$ cat config.mk
export PLATFORM = sky130hd
export DESIGN_NAME = multi_channel_input_synchronizer_flat
export DESIGN_NICKNAME = d
export VERILOG_FILES = /design/src/rtl/multi_channel_input_synchronizer_pkg.sv /design/src/rtl/multi_channel_input_synchronizer_if.sv /design/src/rtl/multi_channel_input_synchronizer_channel.sv /design/src/rtl/multi_channel_input_synchronizer.sv /design/src/flat_wrapper.sv
export SDC_FILE = /design/constraint.sdc
export NUM_CORES = 1
export LEC_CHECK = 0
export ABC_AREA = 1
export CORE_UTILIZATION = 60
export CTS_CLUSTER_DIAMETER = 200
export DETAILED_ROUTE_END_ITERATION = 10
export PLACE_DENSITY = 0.92
export SETUP_SLACK_MARGIN = 0.4
export SYNTH_ARGS = -nofsm -noshare
export SYNTH_HDL_FRONTEND = slang
export SYNTH_SLANG_ARGS = --single-unit
$ cat constraint.sdc
create_clock -name clk -period 2.14 [get_ports clk]
set_input_delay 0.535 -clock clk [delete_from_list [all_inputs] [get_ports clk]]
set_output_delay 0.535 -clock clk [all_outputs]
set_load 0.01 [all_outputs]
$ cat src/rtl/multi_channel_input_synchronizer_pkg.sv
// Shared types and helpers for the multi-channel input synchronizer.
// Combinational only; no latency and no backpressure.
package multi_channel_input_synchronizer_pkg;

  typedef enum logic {
    STATE_STABLE   = 1'b0,
    STATE_SETTLING = 1'b1
  } sync_state_t;

  function automatic int clog2(input int value);
    int r;
    r = 0;
    for (int i = 0; i < 31; i++) begin
      if ((1 << i) < value) r = i + 1;
    end
    return r;
  endfunction

endpackage

$ cat src/rtl/multi_channel_input_synchronizer_if.sv
// Bundles the per-channel data, strobes and glitch controls.
// Wiring only; no latency, and the inputs cannot be backpressured.
interface multi_channel_input_synchronizer_if #(
  parameter int CHANNELS   = 4,
  parameter int DATA_WIDTH = 8
);
  logic [CHANNELS*DATA_WIDTH-1:0] data_in;
  logic [CHANNELS-1:0]            glitch_clear;
  wire  [CHANNELS*DATA_WIDTH-1:0] data_out;
  wire  [CHANNELS-1:0]            valid_out;
  wire  [CHANNELS-1:0]            settling;
  wire  [CHANNELS-1:0]            glitch_flag;

  modport master (
    output data_in, glitch_clear,
    input  data_out, valid_out, settling, glitch_flag
  );

  modport slave (
    input  data_in, glitch_clear,
    output data_out, valid_out, settling, glitch_flag
  );
endinterface

$ cat src/rtl/multi_channel_input_synchronizer_channel.sv
// One channel: flop-chain synchronizer followed by a stability filter.
// Commits SYNC_STAGES+STABLE_CYCLES edges after a held change; no backpressure.
module input_sync_channel
  import multi_channel_input_synchronizer_pkg::*;
#(
  parameter int                    DATA_WIDTH    = 8,
  parameter int                    SYNC_STAGES   = 2,
  parameter int                    STABLE_CYCLES = 4,
  parameter logic [DATA_WIDTH-1:0] RESET_VALUE   = '0
) (
  input  logic                  clk,
  input  logic                  reset_n,
  input  logic [DATA_WIDTH-1:0] data_in,
  input  logic                  glitch_clear,
  output logic [DATA_WIDTH-1:0] data_out,
  output logic                  valid_out,
  output logic                  settling,
  output logic                  glitch_flag
);

  localparam int                CNT_W    = clog2(STABLE_CYCLES);
  localparam logic [CNT_W-1:0]  CNT_ONE  = CNT_W'(1);
  localparam logic [CNT_W-1:0]  CNT_LAST = CNT_W'(STABLE_CYCLES - 1);

  logic [DATA_WIDTH-1:0] sync_q [SYNC_STAGES];
  logic [DATA_WIDTH-1:0] samp;

  sync_state_t           state, state_nxt;
  logic [DATA_WIDTH-1:0] cand, cand_nxt;
  logic [DATA_WIDTH-1:0] data_nxt;
  logic [CNT_W-1:0]      cnt, cnt_nxt;
  logic                  valid_nxt;
  logic                  glitch_set;
  logic                  glitch_nxt;

  // Plain flop chain: nothing may sit between stages or metastability leaks through.
  always_ff @(posedge clk or negedge reset_n) begin
    if (!reset_n) begin
      for (int k = 0; k < SYNC_STAGES; k++) sync_q[k] <= RESET_VALUE;
    end else begin
      sync_q[0] <= data_in;
      for (int k = 1; k < SYNC_STAGES; k++) sync_q[k] <= sync_q[k-1];
    end
  end

  assign samp = sync_q[SYNC_STAGES-1];

  always_comb begin
    state_nxt  = state;
    cand_nxt   = cand;
    cnt_nxt    = cnt;
    data_nxt   = data_out;
    valid_nxt  = 1'b0;
    glitch_set = 1'b0;
    case (state)
      STATE_STABLE: begin
        if (samp != data_out) begin
          cand_nxt  = samp;
          cnt_nxt   = CNT_ONE;
          state_nxt = STATE_SETTLING;
        end
      end
      STATE_SETTLING: begin
        if (samp != cand) begin
          cand_nxt   = samp;
          cnt_nxt    = CNT_ONE;
          glitch_set = 1'b1;
        end else if (cnt < CNT_LAST) begin
          cnt_nxt = cnt + CNT_ONE;
        end else begin
          // A candidate equal to data_out means the input reverted: settle silently.
          if (cand != data_out) begin
            data_nxt  = cand;
            valid_nxt = 1'b1;
          end
          cnt_nxt   = '0;
          state_nxt = STATE_STABLE;
        end
      end
      default: state_nxt = STATE_STABLE;
    endcase
    glitch_nxt = glitch_set | (glitch_flag & ~glitch_clear);
  end

  always_ff @(posedge clk or negedge reset_n) begin
    if (!reset_n) begin
      state       <= STATE_STABLE;
      cand        <= RESET_VALUE;
      cnt         <= '0;
      data_out    <= RESET_VALUE;
      valid_out   <= 1'b0;
      glitch_flag <= 1'b0;
    end else begin
      state       <= state_nxt;
      cand        <= cand_nxt;
      cnt         <= cnt_nxt;
      data_out    <= data_nxt;
      valid_out   <= valid_nxt;
      glitch_flag <= glitch_nxt;
    end
  end

  assign settling = (state == STATE_SETTLING);

endmodule

$ cat src/rtl/multi_channel_input_synchronizer.sv
// CHANNELS independent glitch-filtered synchronizers sharing one packed bus.
// Latency SYNC_STAGES+STABLE_CYCLES edges per channel; inputs are never backpressured.
module multi_channel_input_synchronizer
  import multi_channel_input_synchronizer_pkg::*;
#(
  parameter int                    DATA_WIDTH    = 8,
  parameter int                    CHANNELS      = 4,
  parameter int                    SYNC_STAGES   = 2,
  parameter int                    STABLE_CYCLES = 4,
  parameter logic [DATA_WIDTH-1:0] RESET_VALUE   = '0
) (
  input  logic                            clk,
  input  logic                            reset_n,
  multi_channel_input_synchronizer_if.slave bus
);

  for (genvar c = 0; c < CHANNELS; c++) begin : g_ch
    input_sync_channel #(
      .DATA_WIDTH   (DATA_WIDTH),
      .SYNC_STAGES  (SYNC_STAGES),
      .STABLE_CYCLES(STABLE_CYCLES),
      .RESET_VALUE  (RESET_VALUE)
    ) u_ch (
      .clk         (clk),
      .reset_n     (reset_n),
      .data_in     (bus.data_in[c*DATA_WIDTH +: DATA_WIDTH]),
      .glitch_clear(bus.glitch_clear[c]),
      .data_out    (bus.data_out[c*DATA_WIDTH +: DATA_WIDTH]),
      .valid_out   (bus.valid_out[c]),
      .settling    (bus.settling[c]),
      .glitch_flag (bus.glitch_flag[c])
    );
  end

endmodule

$ cat src/flat_wrapper.sv
// flat-port wrapper written by rule: the top's interface ports become plain ports
module multi_channel_input_synchronizer_flat import multi_channel_input_synchronizer_pkg::*;
#(
  parameter int                    DATA_WIDTH    = 8,
  parameter int                    CHANNELS      = 4,
  parameter int                    SYNC_STAGES   = 2,
  parameter int                    STABLE_CYCLES = 4,
  parameter logic [DATA_WIDTH-1:0] RESET_VALUE   = '0
)
  (clk, reset_n, bus_data_in, bus_glitch_clear, bus_data_out, bus_valid_out, bus_settling, bus_glitch_flag);
  multi_channel_input_synchronizer_if #(.CHANNELS(CHANNELS), .DATA_WIDTH(DATA_WIDTH)) bus_i ();
  input  logic clk;
  input  logic reset_n;
  input wire logic [$bits(bus_i.data_in)-1:0] bus_data_in;
  input wire logic [$bits(bus_i.glitch_clear)-1:0] bus_glitch_clear;
  output wire logic [$bits(bus_i.data_out)-1:0] bus_data_out;
  output wire logic [$bits(bus_i.valid_out)-1:0] bus_valid_out;
  output wire logic [$bits(bus_i.settling)-1:0] bus_settling;
  output wire logic [$bits(bus_i.glitch_flag)-1:0] bus_glitch_flag;
  assign bus_i.data_in = bus_data_in;
  assign bus_i.glitch_clear = bus_glitch_clear;
  assign bus_data_out = bus_i.data_out;
  assign bus_valid_out = bus_i.valid_out;
  assign bus_settling = bus_i.settling;
  assign bus_glitch_flag = bus_i.glitch_flag;
  multi_channel_input_synchronizer #(.DATA_WIDTH(DATA_WIDTH), .CHANNELS(CHANNELS), .SYNC_STAGES(SYNC_STAGES), .STABLE_CYCLES(STABLE_CYCLES), .RESET_VALUE(RESET_VALUE)) u_core (.clk(clk), .reset_n(reset_n), .bus(bus_i));
endmodule
==> flow_summary.ini, run 1 <==
[outcome]
status = completed

[timing]
finalSetupTns_ns = 0
timing.fmax_ghz = 0.584
min_period_ns = 1.71
slew_viol_final = 0
setup_viol = 0
slew_headroom_pct = 71.3
final-hold-violation-count = 0
grt_setup_unrepaired = yes
skew_ns = 0.00462
fin_crit_sh_pct = 80.0
worst_pin_slew_ns = 0.430

[setup_path]
critical_path_arrival_ns = 1.18
crit_start = u_core.g_ch[3].u_ch.data_out[3]
path_class = flip-flop to output port
end_kind = output port
r2r_slack_ns = 0.44
reg2reg_from = u_core.g_ch[1].u_ch.data_out[7]
crit_chain = dlygate4sd2_1
slowest_delay_ns = 0.45
crit_buf_inv = 1
path_delay_family = flip-flops
cp_data_required_time_ns = 1.60
crit_slowest_cell = dfrtp_2
crit_fanout = 5
setup.worst_path.start_class = flip-flop

[routing]
viasPerCell = 5.30
drc = 0
drt_iter0_markers = 469
routedWlPerCell_um = 14.3
ant_nets = 0
vias = 5750
wl_um = 15600
firstDrtPassIters = 5

[cts]
cts_sinks = 148
cts_max_level = 4
cts_tree = done
cts_buffer_depth = 2
numCtsBuffers = 17
clkLatencyLatePin_ns = 0.42
root_buffer = clkbuf_16
clk_pin_slew_ns = 0.06

[global_route]
antenna_found_initial = 0
grt_overflow = 0
grt_first_pass_wirelength_um = 24900
track_usage_pct = 27.7
grt_pass1_vias = 5446
grt_max_degree = 55

[place]
dp.cells = 1035
io_buffers = 81
dpl.hpwl_um = 9110
place_congestion = 0.855

[logic_synthesis]
synthesis.nets = 871
ys_seq_area_share_pct = 53.6
avgSynthCellArea_um2 = 8.33
synth-edff-count = 0
async_flop_share_pct = 100
yosysUniqueCellTypes = 26
synth.top_cell.area_share_pct = 53.6
synth_common_cells = 340 x nand2_1, 148 x dfrtp_1, 98 x inv_1, 70 x nand3_1, 42 x nor2_1
yosysMostFrequentCell = nand2_1
syn-instance-count = 829
ys_ff_latch = 148
synth.largest_area_cell = dfrtp_1
ys_warn_count = 0
syn_area_um2 = 6900
synthTopCellsByArea = dfrtp_1 54%, nand2_1 18%, inv_1 5.3%
synth_flop_cell = dfrtp_1

[pwr]
power.density_nw_per_um2 = 765
total_leakage_power_nw = 4.50
irDropWorstVdd_mv = 0.715

[cells_and_area]
area_growth_pct = 24.3
fin_cells = 1085
n_antenna_cell = 0
drive_above_1_share_pct = 12.2
nFillCells = 679
nets = 975

[floorplan]
core_area_um2 = 11000
dieHeight_um = 109
initial_core_util_pct = 62.6
dieWidth_um = 109
rows = 38
dieArea_um2 = 11900
io_pins = 82

[hold_path]
hp-class = input pin to asynchronous set/reset pin

[flow_run]
max-cap-violations = 0
==> path summary, 6_finish.rpt <==
| check | depth (start not counted) | endpoint |
|---|---|---|
| min in group clk | 0 | u_core.g_ch[0].u_ch.samp[4] |
| max in group asynchronous | 2 | u_core.g_ch[1].u_ch.cand[3] |
| setup / recovery | 1 | bus_data_out[27] |
| hold / removal | 1 | u_core.g_ch[3].u_ch.samp[4] |
| hold reg to reg | 0 | u_core.g_ch[0].u_ch.samp[4] |
| setup reg to reg | 9 | u_core.g_ch[1].u_ch.cand[2] |
==> placed cells by master, fill, tap and decap left out, types with 2 or more instances in the layout <==
master	Yosys	layout
o21ai_0	4	4
nand4_1	7	7
dfrtp_1	148	140
clkbuf_8	0	4
xnor2_2	0	2
or2_2	3	3
nor2_2	13	16
nor2_1	42	39
or2_0	3	3
nand3_1	70	70
nand2_4	5	5
buf_4	14	21
inv_2	8	5
inv_4	0	3
clkinv_2	0	3
clkinvlp_4	0	2
dlygate4sd2_1	0	43
nor2_4	4	4
ha_1	4	4
a21oi_1	2	2
inv_1	98	98
nor3_2	2	2
clkdlybuf4s50_1	0	36
nand2_2	5	5
nand2_1	340	340
bufinv_16	0	4
buf_12	0	2
or2_1	4	4
dfrtp_2	0	8
nand3_4	2	6
xnor2_1	37	35
nor3_1	2	2
clkbuf_16	0	17
==> sequential cells by signal (all words and copies together) (netlist names) <==
register	count
u_core.g_ch.u_ch.cand	32
u_core.g_ch.u_ch.cnt	8
u_core.g_ch.u_ch.data_out	32
u_core.g_ch.u_ch.glitch_flag	4
u_core.g_ch.u_ch.samp	32
u_core.g_ch.u_ch.settling	4
u_core.g_ch.u_ch.sync_q	32
u_core.g_ch.u_ch.valid_out	4
==> metrics by stage <==
| stage | worst slack (ns) | utilization, % | area, µm² | power [mW] | hold WS [ns] |
|---|---|---|---|---|---|
| 2_1_floorplan | 0.840 | - | 6900 | 3.22 | 0.239 |
| 4_1_cts | 0.162 | 77.1 | 8510 | 6.59 | 0.0143 |
| 5_1_grt | 0.364 | 77.8 | 8580 | 6.78 | 0.0309 |
| 6_report | 0.428 | 77.8 | 8580 | 6.57 | 0.0172 |
| 3_3_place_gp | 0.533 | 70.6 | 7780 | 3.39 | 0.332 |
| 3_5_place_dp | 0.451 | 70.6 | 7780 | 3.41 | 0.335 |
==> where the power goes <==
group | leakage, nW | internal, mW | switching [mW] | total, mW
Combinational | 2.42 | 0.181 | 0.203 | 0.384
Clock | 0.308 | 2.06 | 1.12 | 3.18
Sequential | 1.77 | 2.90 | 0.104 | 3.00
==> final cells by class <==
cell class	count	area, µm²	area share, %
Clock buffer	22	484	5.64
Clock inverter	9	150	1.75
Sequential cell	148	3710	43.3
Timing Repair Buffer	104	958	11.2
Tap cell	140	175	2.04
Inverter	106	405	4.72
Multi-Input combinational cell	556	2690	31.4
==> kinds of logic after synthesis <==
group / after synthesis / share of synthesized area [%]
simple gates: 507 / 32.1
flops: 148 / 53.6
buf+inv: 125 / 8.10
xor+xnor: 37 / 4.69
compound gates: 8 / 0.689
fa+ha+maj: 4 / 0.725
==> routing by layer <==
metal  vias to the layer above  global-route usage [%]  wire (µm)  part of all wire, %
met5                         -                       0          0                    0
met4                         0                    13.0        454                  2.9
met3                        55                    6.28       1060                  6.8
met2                       278                    46.4       7850                   50
met1                      2700                    33.9       6190                   40
li1                       2717                       -          -                    -
==> repair_timing <==
| item | CTS | global route |
|---|---|---|
| pin swaps | 0 | 3 |
| resized for setup | 49 | 15 |
| hold buffers | 0 | 0 |
| setup buffers | 18 | 1 |
| endpoints found under the setup margin | 44 | 61 |
No activity file was read; power rests on OpenSTA's default activity.
==> run 2: changes to the inputs <==
- CORE_UTILIZATION: 60 -> 56
- PLACE_DENSITY: 0.92 -> 0.87
- clock period: 2.14 -> 1.6 ns (I/O delays scaled with it)
==> flow_summary.ini, run 2 (synthesis results as in run 1) <==
[setup_path]
crit_start = u_core.g_ch[0].u_ch.samp[6]
path_class = flip-flop to flip-flop
end_kind = flip-flop
reg2reg_from = u_core.g_ch[0].u_ch.samp[6]
crit_fanout = 8
setup.worst_path.start_class = flip-flop
cp_data_required_time_ns = 1.96
critical_path_arrival_ns = 2.07

[routing]
wl_um = 24400
drt_iter0_markers = 728
viasPerCell = 5.71
routedWlPerCell_um = 20.1
ant_nets = 0
firstDrtPassIters = 6
vias = 6907
drc = 0

[pwr]
clockPowerShare_pct = 47.8
netSwitchingPower_mw = 2.19
fin_total_pwr_mw = 9.35
pwr-share-seq_pct = 43.3
power_frac_comb_pct = 8.9
power.density_nw_per_um2 = 860
p_int_mw = 7.16
swShare_pct = 23.4
total_leakage_power_nw = 5.38
irDropWorstVdd_mv = 0.961

[place]
place_ws_ns = 0.136
dpl.hpwl_um = 9410
io_buffers = 81
place_congestion = 0.840

[timing]
min_period_ns = 1.72
setup_ws_ns = -0.119
worst_pin_slew_ns = 0.347
timing.fmax_ghz = 0.582
slew_headroom_pct = 76.9
final-hold-violation-count = 0
fin_crit_sh_pct = 107
grt_setup_unrepaired = yes
slew_viol_final = 0
skew_ns = 0.00821
finalSetupTns_ns = -2.63
setup_viol = 53

[outcome]
status = finished, violations left
violations = negative setup slack

[floorplan]
initial_core_util_pct = 57.5
rows = 40
io_pins = 82
dieWidth_um = 113
dieArea_um2 = 12800
core_area_um2 = 12000
dieHeight_um = 113

[cells_and_area]
layout_common_cells = 217 x nand2_1, 113 x nand2_2, 111 x dfrtp_1, 81 x buf_6, 73 x inv_1
drive_above_1_share_pct = 50.4
area_growth_pct = 57.6
n_antenna_cell = 0
layout_commonest_cell = nand2_1
nets = 1091

[hold_path]
hp-class = flip-flop to flip-flop
hold_start = u_core.g_ch[0].u_ch.sync_q[12]

[global_route]
grt_pass1_vias = 6087
track_usage_pct = 28.9
grt_overflow = 0
grt_max_degree = 39
grt_first_pass_wirelength_um = 28500
antenna_found_initial = 0

[cts]
cts_max_level = 4
cts_tree = done
numCtsBuffers = 17
cts_sinks = 148
root_buffer = clkbuf_16
cts_buffer_depth = 2
clkLatencyLatePin_ns = 0.43
clk_pin_slew_ns = 0.07

[flow_run]
max-cap-violations = 0
[run 2: timing repair]
item                                    in CTS  in global routing
cloned                                       5                  1
resized for setup                          294                297
endpoints found under the setup margin     128                128
pin swaps                                   66                151
buffers inserted                            60                 56
hold buffers                                 1                  0
hold endpoints to repair                    24                  0
[run 2: through the flow]
| stage | hold slack (ns) | cells | util (%) | instance area, µm² |
|---|---|---|---|---|
| 2_1_floorplan | 0.104 | 829 | - | 7020 |
| 3_3_place_gp | 0.298 | 1054 | 66.6 | 8000 |
| 3_5_place_dp | 0.293 | 1054 | 66.6 | 8000 |
| 4_1_cts | 0.348 | 1152 | 78.2 | 9390 |
| 5_1_grt | 0.350 | 1209 | 90.6 | 10900 |
| 6_report | 0.347 | 1209 | 90.6 | 10900 |
[run 2: final timing paths]
| kind | end | cells past startpoint | slack, ns |
|---|---|---|---|
| min reg2reg | u_core.g_ch[0].u_ch.samp[4] | 0 | 0.35 |
| min in group asynchronous | u_core.g_ch[3].u_ch.sync_q[11] | 2 | 0.43 |
| max in group asynchronous | u_core.g_ch[1].u_ch.samp[1] | 3 | 0.59 |
| min | u_core.g_ch[0].u_ch.samp[4] | 0 | 0.35 |
| max | u_core.g_ch[0].u_ch.cand[5] | 8 | -0.12 |
| max reg2reg | u_core.g_ch[0].u_ch.cand[5] | 8 | -0.12 |
[run 2: worst max-delay path, cell delays in order (launching register included)]
cell and delay [ns]:
dfrtp_1 0.47, xnor2_2 0.27, nand2_1 0.14, nor2_4 0.14, nand3_4 0.15, buf_12 0.19, nand2_8 0.13, nand2_2 0.06
nand2_1 0.10
[run 2: layout make-up]
| class | instances | area, µm² |
|---|---|---|
| Tap cell | 147 | 184 |
| Fill cell | 443 | 1130 |
| Multi-Input combinational cell | 560 | 3790 |
| Inverter | 106 | 435 |
| Timing Repair Buffer | 215 | 2060 |
| Clock buffer | 24 | 482 |
| Clock inverter | 8 | 171 |
| Timing Repair inverter | 1 | 3.75 |
| Sequential cell | 148 | 3750 |
[run 2: metal layers]
metal | GRT usage [%] | vias up | wire length, µm
li1 | - | 2967 | -
met1 | 35.3 | 3318 | 8920
met4 | 14.7 | 0 | 1280
met5 | 0 | - | 0
met2 | 47.2 | 480 | 12200
met3 | 7.87 | 142 | 1970
[run 2: power by group through the flow]
stage	Clock [mW]	Sequential (mW)	Combinational (mW)
after floorplan	0	4.04	0.282
after global placement	0	4.06	0.505
after detailed placement	0	4.07	0.517
after CTS	4.42	4.00	0.591
after global routing	4.63	4.06	0.884
final	4.47	4.05	0.830
